**config.mk**
```make
export PLATFORM = sky130hd
export DESIGN_NAME = mem_access_sequencer
export DESIGN_NICKNAME = d
export VERILOG_FILES = /design/src/rtl/mem_access_sequencer.sv
export SDC_FILE = /design/constraint.sdc
export NUM_CORES = 1
export LEC_CHECK = 0
export ABC_AREA = 1
export CAP_MARGIN = 25
export CELL_PAD_IN_SITES_DETAIL_PLACEMENT = 0
export CELL_PAD_IN_SITES_GLOBAL_PLACEMENT = 1
export CORE_MARGIN = 3
export CORE_UTILIZATION = 36
export DETAILED_ROUTE_END_ITERATION = 8
export GPL_TIMING_DRIVEN = 0
export PLACE_DENSITY_LB_ADDON = 0.1
export SETUP_SLACK_MARGIN = 0.4
export SYNTH_ARGS = -nofsm -noshare
export SYNTH_HDL_FRONTEND = slang
export SYNTH_SLANG_ARGS = --single-unit
```
**constraint.sdc**
```tcl
create_clock -name Clk -period 5.1 [get_ports Clk]
set_input_delay 1.02 -clock Clk [delete_from_list [all_inputs] [get_ports Clk]]
set_output_delay 1.02 -clock Clk [all_outputs]
set_load 0.02 [all_outputs]
```
**src/rtl/mem_access_sequencer.sv**
```systemverilog
`default_nettype none
// ============================================================================
// Module  : mem_access_sequencer
// Brief   : Load/store initiator for the byte-addressed data RAM; splits
//           LDD/STD/SWAP into two word accesses over the MAR/MDR handshake.
// Revision: 1.0  initial release
// ============================================================================
module mem_access_sequencer #(
    parameter int ADDR_W  = 8,
    parameter int TIMEOUT = 16
) (
    input  logic              Clk,
    input  logic              Reset,
    input  logic              Req,
    input  logic [3:0]        Op,
    input  logic [ADDR_W-1:0] Addr,
    input  logic [31:0]       StoreHi,
    input  logic [31:0]       StoreLo,
    output logic              Busy,
    output logic              Done,
    output logic [31:0]       LoadHi,
    output logic [31:0]       LoadLo,
    output logic              AlignTrap,
    output logic              IllegalOp,
    output logic              BusError,
    output logic              Mem_Enable,
    output logic              Mem_Write,
    output logic [1:0]        Mem_Size,
    output logic [ADDR_W-1:0] Mem_Address,
    output logic [31:0]       Mem_WrData,
    input  logic [31:0]       Mem_RdData,
    input  logic              Mem_Ready
);

    localparam logic [3:0] c_OP_LD   = 4'b0000;
    localparam logic [3:0] c_OP_LDUB = 4'b0001;
    localparam logic [3:0] c_OP_LDUH = 4'b0010;
    localparam logic [3:0] c_OP_LDD  = 4'b0011;
    localparam logic [3:0] c_OP_ST   = 4'b0100;
    localparam logic [3:0] c_OP_STB  = 4'b0101;
    localparam logic [3:0] c_OP_STH  = 4'b0110;
    localparam logic [3:0] c_OP_STD  = 4'b0111;
    localparam logic [3:0] c_OP_LDSB = 4'b1001;
    localparam logic [3:0] c_OP_LDSH = 4'b1010;
    localparam logic [3:0] c_OP_SWAP = 4'b1111;

    localparam logic [2:0] c_ST_IDLE = 3'd0;
    localparam logic [2:0] c_ST_ACC1 = 3'd1;
    localparam logic [2:0] c_ST_GAP  = 3'd2;
    localparam logic [2:0] c_ST_ACC2 = 3'd3;
    localparam logic [2:0] c_ST_RESP = 3'd4;

    localparam int                 c_CNT_W    = $clog2(TIMEOUT + 1);
    localparam logic [c_CNT_W-1:0] c_CNT_LAST = c_CNT_W'(TIMEOUT - 1);

    logic [2:0]         r_state;
    logic [3:0]         r_op;
    logic [ADDR_W-1:0]  r_addr;
    logic [31:0]        r_lo;
    logic               r_two;
    logic [c_CNT_W-1:0] r_cnt;

    logic        w_illegal;
    logic        w_misalign;
    logic        w_dword;
    logic        w_two;
    logic        w_wr1;
    logic [1:0]  w_size;
    logic [31:0] w_wrdata1;

    // Decode of the incoming request; only consumed on the accept edge.
    always_comb begin
        w_illegal = 1'b0;
        w_dword   = 1'b0;
        w_wr1     = 1'b0;
        w_size    = 2'b10;
        w_wrdata1 = '0;
        case (Op)
            c_OP_LD, c_OP_SWAP: ;
            c_OP_LDUB, c_OP_LDSB: w_size = 2'b00;
            c_OP_LDUH, c_OP_LDSH: w_size = 2'b01;
            c_OP_LDD: w_dword = 1'b1;
            c_OP_ST: begin
                w_wr1     = 1'b1;
                w_wrdata1 = StoreHi;
            end
            c_OP_STB: begin
                w_wr1     = 1'b1;
                w_size    = 2'b00;
                w_wrdata1 = {StoreHi[7:0], 24'b0};
            end
            c_OP_STH: begin
                w_wr1     = 1'b1;
                w_size    = 2'b01;
                w_wrdata1 = {StoreHi[15:0], 16'b0};
            end
            c_OP_STD: begin
                w_wr1     = 1'b1;
                w_dword   = 1'b1;
                w_wrdata1 = StoreHi;
            end
            default: w_illegal = 1'b1;
        endcase
        w_two = w_dword | (Op == c_OP_SWAP);
        if (w_dword)
            w_misalign = (Addr[2:0] != 3'b000);
        else if (w_size == 2'b10)
            w_misalign = (Addr[1:0] != 2'b00);
        else if (w_size == 2'b01)
            w_misalign = Addr[0];
        else
            w_misalign = 1'b0;
    end

    // Memory data is MSB-justified; loads right-justify and extend.
    function automatic logic [31:0] f_extend(input logic [3:0] op, input logic [31:0] rd);
        case (op)
            c_OP_LDUB: f_extend = {24'b0, rd[31:24]};
            c_OP_LDSB: f_extend = {{24{rd[31]}}, rd[31:24]};
            c_OP_LDUH: f_extend = {16'b0, rd[31:16]};
            c_OP_LDSH: f_extend = {{16{rd[31]}}, rd[31:16]};
            default:   f_extend = rd;
        endcase
    endfunction

    always_ff @(posedge Clk) begin
        if (Reset) begin
            r_state     <= c_ST_IDLE;
            r_op        <= '0;
            r_addr      <= '0;
            r_lo        <= '0;
            r_two       <= 1'b0;
            r_cnt       <= '0;
            Busy        <= 1'b0;
            Done        <= 1'b0;
            LoadHi      <= '0;
            LoadLo      <= '0;
            AlignTrap   <= 1'b0;
            IllegalOp   <= 1'b0;
            BusError    <= 1'b0;
            Mem_Enable  <= 1'b0;
            Mem_Write   <= 1'b0;
            Mem_Size    <= '0;
            Mem_Address <= '0;
            Mem_WrData  <= '0;
        end else begin
            case (r_state)
                c_ST_IDLE: begin
                    if (Req) begin
                        r_op      <= Op;
                        r_addr    <= Addr;
                        r_lo      <= StoreLo;
                        r_two     <= w_two;
                        r_cnt     <= '0;
                        Busy      <= 1'b1;
                        LoadHi    <= '0;
                        LoadLo    <= '0;
                        AlignTrap <= 1'b0;
                        IllegalOp <= 1'b0;
                        BusError  <= 1'b0;
                        if (w_illegal || w_misalign) begin
                            IllegalOp <= w_illegal;
                            AlignTrap <= ~w_illegal;
                            Done      <= 1'b1;
                            r_state   <= c_ST_RESP;
                        end else begin
                            Mem_Enable  <= 1'b1;
                            Mem_Write   <= w_wr1;
                            Mem_Size    <= w_size;
                            Mem_Address <= Addr;
                            Mem_WrData  <= w_wrdata1;
                            r_state     <= c_ST_ACC1;
                        end
                    end
                end
                c_ST_ACC1, c_ST_ACC2: begin
                    if (Mem_Ready) begin
                        if (!Mem_Write) begin
                            if (r_state == c_ST_ACC1)
                                LoadHi <= f_extend(r_op, Mem_RdData);
                            else
                                LoadLo <= Mem_RdData;
                        end
                        Mem_Enable  <= 1'b0;
                        Mem_Write   <= 1'b0;
                        Mem_Size    <= '0;
                        Mem_Address <= '0;
                        Mem_WrData  <= '0;
                        if (r_state == c_ST_ACC1 && r_two) begin
                            r_state <= c_ST_GAP;
                        end else begin
                            Done    <= 1'b1;
                            r_state <= c_ST_RESP;
                        end
                    end else if (r_cnt == c_CNT_LAST) begin
                        Mem_Enable  <= 1'b0;
                        Mem_Write   <= 1'b0;
                        Mem_Size    <= '0;
                        Mem_Address <= '0;
                        Mem_WrData  <= '0;
                        LoadHi      <= '0;
                        LoadLo      <= '0;
                        BusError    <= 1'b1;
                        Done        <= 1'b1;
                        r_state     <= c_ST_RESP;
                    end else begin
                        r_cnt <= r_cnt + 1'b1;
                    end
                end
                // The RAM acts on Enable edges, so Enable stays low here for one cycle.
                c_ST_GAP: begin
                    r_cnt      <= '0;
                    Mem_Enable <= 1'b1;
                    Mem_Size   <= 2'b10;
                    if (r_op == c_OP_SWAP) begin
                        Mem_Write   <= 1'b1;
                        Mem_Address <= r_addr;
                        Mem_WrData  <= r_lo;
                    end else begin
                        Mem_Write   <= (r_op == c_OP_STD);
                        Mem_Address <= r_addr + ADDR_W'(4);
                        Mem_WrData  <= (r_op == c_OP_STD) ? r_lo : 32'h0;
                    end
                    r_state <= c_ST_ACC2;
                end
                c_ST_RESP: begin
                    Done    <= 1'b0;
                    Busy    <= 1'b0;
                    r_state <= c_ST_IDLE;
                end
                default: r_state <= c_ST_IDLE;
            endcase
        end
    end

endmodule
`default_nettype wire

```
==> results of run 1 <==
[metal layers]
layer | part of all wire (%) | wire length (microns) | track usage, % | vias up
met5 | 0.044 | 13 | 0 | -
met4 | 1.6 | 472 | 6.29 | 2
met3 | 6.0 | 1760 | 3.69 | 40
met2 | 47 | 13900 | 40.6 | 295
met1 | 45 | 13200 | 31.8 | 3989
li1 | - | - | - | 4405
[worst max path at each step]
stage	to	slack, ns	cells past startpoint
2_1_floorplan	Mem_Write	2.83	11
4_1_cts	Mem_WrData[29]	2.12	10
3_5_place_dp	Mem_WrData[27]	1.67	10
6_report	Mem_WrData[29]	2.32	11
3_3_place_gp	Mem_WrData[29]	1.65	10
5_1_grt	Mem_WrData[30]	2.14	11
[synthesized netlist by cell type]
master,number
nor2_2,3
xor2_1,3
nor2_8,1
a21oi_1,163
o2111ai_1,1
nor2_4,2
inv_1,75
nand4_1,5
a22oi_1,3
o21ai_4,1
a21oi_4,1
nand2_4,1
nand3_2,2
o21ai_0,53
ha_1,3
nor3_1,51
o32ai_1,1
nand3_1,95
clkbuf_1,29
dfxtp_1,166
buf_2,29
inv_2,5
nor3_2,7
or2_2,1
nand2_1,285
o211ai_1,16
nand2_2,5
clkinv_1,3
buf_6,5
inv_4,1
nor2_1,160
a31oi_1,1
nand3b_1,2
clkbuf_2,1
buf_1,5
o211a_1,1
buf_4,11
a21oi_2,1
[where the power goes]
| part | switching (W) | leakage (nW) | internal, W |
|---|---|---|---|
| Sequential | 0.0000997 | 1.37 | 0.00147 |
| Combinational | 0.000791 | 2.98 | 0.000552 |
| Clock | 0.000546 | 0.270 | 0.000716 |
[final cells by class]
class,count,area [sq um]
fill,2306,10700
sequential,166,3320
tap,280,350
buffer,80,417
clock inverter,9,92.6
clock buffer,23,478
inverter,84,318
multi-input combinational,868,4010
timing repair buffer,224,2240
[cells in the final DEF (no fill, tap or decap), types with 2 or more instances in the layout]
cell type        synthesis  final
inv_6                    0      2
o21ai_0                 53     53
clkbuf_8                 0      3
clkbuf_16                0     17
nand4_1                  5      5
nand3_1                 95     95
nand3_2                  2      2
clkinvlp_4               0      3
inv_1                   75     75
nor3_1                  51     51
a21oi_1                163    163
nor2_1                 160    160
clkbuf_1                29     32
nor2_4                   2      2
nand2_1                285    285
buf_1                    5      5
o211ai_1                16     16
clkinv_1                 3      3
inv_2                    5      5
nand2_2                  5      5
buf_6                    5      5
clkinv_4                 0      2
nor3_2                   7      7
xor2_1                   3      3
buf_4                   11     11
nand3b_1                 2      2
a22oi_1                  3      3
clkdlybuf4s50_1          0    223
ha_1                     3      3
nor2_2                   3      3
dfxtp_1                166    166
buf_2                   29     29
[registers in the layout (all words and copies together), names as in the netlist]
name         flops
r_op             4
Mem_Write        1
r_addr           8
LoadHi          32
r_two            1
BusError         1
Busy             1
Mem_Address      8
Mem_WrData      32
r_lo            32
Mem_Size         2
r_cnt            5
Mem_Enable       1
IllegalOp        1
AlignTrap        1
LoadLo          32
Done             1
r_state          3
[cell families after synthesis]
family,after synthesis,share of synthesized area (%)
AO/OA/AOI/OAI,242,16.1
buffers and inverters,164,9.10
adder cells (fa/ha/maj),3,0.465
flip-flops,166,41.2
AND/OR/NAND/NOR,620,32.8
XOR/XNOR,3,0.326
[per-stage QoR]
step	power [W]	setup slack [ns]
2_1_floorplan	0.00238	2.83
4_1_cts	0.00421	2.12
3_5_place_dp	0.00294	1.67
5_1_grt	0.00442	2.14
3_3_place_gp	0.00293	1.65
6_report	0.00418	2.32
[worst min-delay path, stage by stage (launching register included)]
cell	delay, ns
dfxtp_1	0.30
inv_1	0.06
a21oi_1	0.05
==> qor.yml, run 1 <==
detailed_routing:
  wl_per_cell_microns: 17.0
  routed_wl_microns: 29400
  ant_nets: 0
  dr.pass1.iters: 5
  drc: 0
  via_count: 8731
  via_per_inst: 5.04
  first_iter_violations: 533
floorplanning:
  rows: 54
  core-area_sq_mm: 0.0219
  die_area_sq_mm: 0.0242
  die_w_microns: 156
  fp.dieH_microns: 156
  io_pins: 225
  initial_core_util_pct: 36.9
cts:
  clock_latency_ns: 0.43
  numCtsBuffers: 17
  path_clk_slew_ns: 0.06
  postCtsSetupBuffers: 0
  tritoncts: "done"
  cts_max_path_buffers: 2
  clockRootBuffer: "clkbuf_16"
  post_cts_resized: 0
  ctsHoldBuffers: 0
  clock-sinks: 166
  cts-htree-levels: 4
timing:
  slew_headroom_pct: 46.5
  timing.hold.ws_ns: 0.457
  hold_viol: 0
  tns_ns: 0
  setup_violations: 0
  period_share_pct: 54.5
  post-route-min-period_ns: 2.78
  timing.fmax_mhz: 360
  drv_slew: 0
  rsz0062_at_grt: "no"
  final.setup_skew_ns: 0.0127
  tightest_slew_ns: 0.802
min_path:
  min_to: "r_lo[21]"
  hold_start: "r_lo[21]"
  hold_depth: 2
  hp-class: "flip-flop to flip-flop"
global_route:
  grt_pass1_wl_microns: 45700
  grt_pass1_vias: 8468
  groute.usage.overall_pct: 23.9
  grt_max_degree: 17
  grt_overflow: 0
  antenna_found_initial: 1
synthesis:
  yosys.area.top_type: "dfxtp_1"
  synth_top_area_share_pct: 41.2
  netlist_area_sq_mm: 0.00807
  yosysSeqAreaShare_pct: 41.2
  yosysWarningCount: 0
  yosysUniqueCellTypes: 38
  synth_area_per_cell_sq_um: 6.73
  synthTopCellsByArea: "dfxtp_1, nand2_1, a21oi_1"
  synth_seq_cells: 166
  synth_nets: 1313
  synth_cells: 1198
power:
  leakagePower_nw: 4.62
  vdd_drop_max_v: 0.000233
  powerDensity_mw_per_mm2: 372
placed_design:
  post_dp_cell_area_sq_mm: 0.0107
  port_buffers: 223
  dp_hpwl_microns: 22700
  gp_congestion: 0.868
  placedCellCount: 1701
worst_setup_path:
  slowest_delay_ns: 0.53
  worstPathArrival_ns: 3.14
  rr_startpoint: "r_cnt[0]"
  critPathLaunch: "Op[3]"
  cp.required_ns: 5.46
  reg2reg_slack_ns: 2.91
  worstSetupEndpointType: "flip-flop"
  critPathSlowestCell: "clkdlybuf4s50_1"
  cpMostUsedCell: "nand2_1"
  critPathMaxFanout: 10
  r2r-end: "Mem_Address[3]"
  path_buf_inv: 3
  path_cells: "clkdlybuf4s50_1, inv_1, nand2_1, nor2_1, buf_2, nand2_1, nand3_1, nand2_1, nand2_1, nor2_1, nor2_1"
  path_class: "input pin to flip-flop"
  crit_family: "simple AND/OR/NAND/NOR gates"
  startpoint_type: "input pin"
  worstRegToRegCells: 12
cells_and_area:
  stdcell_area_sq_mm: 0.0112
  drive_above_1_share_pct: 7.36
  area_growth_pct: 39.2
  antenna_cells: 0
  fin_cells: 1734
  fin_nets: 1556
  postLayoutCoreUtil_pct: 51.3
outcome:
  status: "finished, final reports clean"
job:
  maxCapViolations: 0
(Power assumes the default switching activity.)
==> inputs of run 2 (changes only) <==
Settings changed: CORE_UTILIZATION 36 to 30.
Clock period 5.1 ns to 2.3 ns, I/O delays scaled along.
==> run 2 against run 1 <==
Against the previous run: cell area increased by 10%; setup slack lost 2.0 ns; count of clock-buffer cells in the layout down 4; wire length increased by 11%; via count is 1.2% higher; core utilization down 4.2 points; largest cell class unchanged; highest routed layer unchanged; non-clock buffer count grew 30.
==> qor.yml, run 2 (same netlist as run 1, synthesis figures left out) <==
outcome:
  status: "finished, final reports clean"
floorplanning:
  die_area_sq_mm: 0.0289  # +19%
  initial_core_util_pct: 30.7  # -6.2 points
  io_pins: 225  # unchanged
  rows: 59  # +9.3%
  core-area_sq_mm: 0.0263  # +20%
  die_w_microns: 170  # +9.2%
  fp.dieH_microns: 170  # +9.2%
global_route:
  groute.usage.overall_pct: 21.5  # -2.4 points
  grt_overflow: 0  # unchanged
  grt_pass1_wl_microns: 48100  # +5.4%
  antenna_found_initial: 1  # unchanged
  grt_pass1_vias: 8628  # +1.9%
  grt_max_degree: 17  # unchanged
timing:
  rsz0062_at_grt: "yes"
  period_share_pct: 86.1
  timing.fmax_mhz: 505
  post-route-min-period_ns: 1.98
  drv_slew: 0  # unchanged
  tightest_slew_ns: 0.625  # -0.177 ns
  final.setup_skew_ns: 0.0147  # +0.00195 ns
  hold_viol: 0  # unchanged
  setup_violations: 0  # unchanged
  slew_headroom_pct: 58.3  # +12 points
cts:
  path_clk_slew_ns: 0.07  # about the same
  tritoncts: "done"
  clock-sinks: 166  # unchanged
  clockRootBuffer: "clkbuf_16"
  cts_max_path_buffers: 2  # unchanged
  numCtsBuffers: 17  # unchanged
  cts-htree-levels: 4  # unchanged
  clock_latency_ns: 0.44  # about the same
worst_setup_path:
  worstPathArrival_ns: 2.30  # -0.84 ns
  worstSetupEndpointType: "flip-flop"
  slowest_delay_ns: 0.35  # -0.18 ns
  path_buf_inv: 6  # +3
  critPathMaxFanout: 8  # -2
  critPathSlowestCell: "dfxtp_2"
  crit_family: "buffers and inverters"
  startpoint_type: "flip-flop"
  path_class: "flip-flop to flip-flop"
  path_cells: "ha_4, inv_2, nor3_2, ha_2, inv_2, nand2_4, nor2_4, buf_12, nor2_4, buf_12, buf_12, buf_6, nand3_2, nand2_1, nor2_1"
  cp.required_ns: 2.62  # -2.84 ns
  cpMostUsedCell: "buf_12"
power:
  comb_power_share_pct: 35.8  # +3.7 points
  totalPowerFinal_w: 0.0100  # +140%
  leakagePower_nw: 5.55  # +20%
  p_int_w: 0.00644  # +130%
  switchingPower_w: 0.00360  # +150%
  swShare_pct: 35.8  # +1.4 points
  vdd_drop_max_v: 0.000360  # +54%
  clockPowerShare_pct: 29.3  # -0.9 points
  powerDensity_mw_per_mm2: 812  # +120%
  power_frac_seq_pct: 34.9  # -2.8 points
detailed_routing:
  via_per_inst: 4.86  # -3.6%
  first_iter_violations: 590  # +11%
  dr.pass1.iters: 5  # unchanged
  wl_per_cell_microns: 17.9  # +5.6%
  routed_wl_microns: 32600  # +11%
  drc: 0  # unchanged
  ant_nets: 0  # unchanged
  via_count: 8833  # +1.2%
cells_and_area:
  seqCellArea_sq_mm: 0.00333  # +0.11%
  antenna_cells: 0  # unchanged
  drive_above_1_share_pct: 16.7  # +9.4 points
  area_growth_pct: 53.3
  multi_input_area_sq_mm: 0.00441  # +10%
  final_cell_mix: "nand2_1, clkdlybuf4s50_1, dfxtp_1, nor2_1, a21oi_1"
  stdcell_area_sq_mm: 0.0124  # +10%
  layout_commonest_cell: "nand2_1"
  n_fill_cell: 2758  # +20%
  fin_nets: 1586  # +1.9%
job:
  maxCapViolations: 0  # unchanged
min_path:
  hp-class: "input pin to flip-flop"
placed_design:
  post_dp_cell_area_sq_mm: 0.0107  # +0.72%
  gp_congestion: 0.838  # -3.5%
  port_buffers: 223  # unchanged
  dp_hpwl_microns: 24400  # +7.2%
## run 2: cell count changes in the layout (fill, tap and decap cells not counted), moves of 9 or more
cell	delta
a21oi_2	+39
buf_6	+10
buf_2	-11
clkdlybuf4s50_1	-46
dlygate4sd2_1	+12
clkbuf_2	+9
nor2_1	-14
buf_8	+10
clkbuf_1	-12
nand2_2	+18
a21oi_1	-42
nand2_1	-22
dlymetal6s2s_1	+33
buf_4	+10
## run 2: final timing paths
| check | from | end | slack (ns) | depth (start not counted) |
|---|---|---|---|---|
| setup / recovery | r_cnt[1] | Mem_WrData[2] | 0.32 | 15 |
| hold / removal | Op[1] | r_op[1] | 0.39 | 3 |
| setup reg to reg | r_cnt[1] | Mem_WrData[2] | 0.32 | 15 |
| hold reg to reg | r_lo[22] | r_lo[22] | 0.46 | 2 |
## run 2: area by class of cell
| class | count | share of cell area (%) |
|---|---|---|
| clock inverter | 13 | 1.11 |
| sequential | 166 | 26.9 |
| timing repair buffer | 254 | 21.9 |
| tap | 335 | 3.39 |
| inverter | 84 | 2.58 |
| clock buffer | 19 | 3.66 |
| buffer | 80 | 4.75 |
| multi-input combinational | 868 | 35.7 |
## run 2: timing repair
| item | CTS | global route |
|---|---|---|
| endpoints found under the setup margin | 165 | 165 |
| endpoints found under the hold margin | 0 | 0 |
| pin swaps | 18 | 83 |
| gates resized for setup | 94 | 149 |
| hold buffers | 0 | 0 |
| buffers inserted | 10 | 8 |
| gates cloned | 5 | 7 |
## run 2: per-layer routing
metal / track usage (%) / vias to the layer above / share of wire (%)
met1: 27.8 / 4088 / 46
li1: - / 4468 / -
met5: 0 / - / 0.037
met4: 4.55 / 2 / 1.3
met2: 37.2 / 247 / 48
met3: 4.37 / 28 / 5.3
## run 2: power groups by stage
stage | Combinational (W) | Sequential [W] | Clock [W]
2_1_floorplan | 0.00143 | 0.00384 | 0
3_3_place_gp | 0.00300 | 0.00355 | 0
3_5_place_dp | 0.00302 | 0.00355 | 0
4_1_cts | 0.00321 | 0.00349 | 0.00301
5_1_grt | 0.00391 | 0.00354 | 0.00312
6_report | 0.00360 | 0.00350 | 0.00294
## run 2: stage by stage
stage / util, % / hold slack, ns / TNS, ns / worst slack [ns] / cells
4_1_cts: 44.4 / 0.365 / 0 / 0.308 / 1804
5_1_grt: 47.1 / 0.396 / 0 / 0.183 / 1819
2_1_floorplan: - / 0.431 / 0 / 0.451 / 1198
3_3_place_gp: 40.8 / 0.443 / -18.57 / -0.623 / 1756
6_report: 47.1 / 0.395 / 0 / 0.321 / 1819
3_5_place_dp: 40.8 / 0.447 / -19.59 / -0.421 / 1757
## run 2: worst reg2reg max path, delay by kind of cell, from the launching register on
family,cells,cell delay (ns)
DFF,1,0.35
buffers and inverters,6,0.66
and+or+nand+nor,7,0.53
adders and majority gates,2,0.35
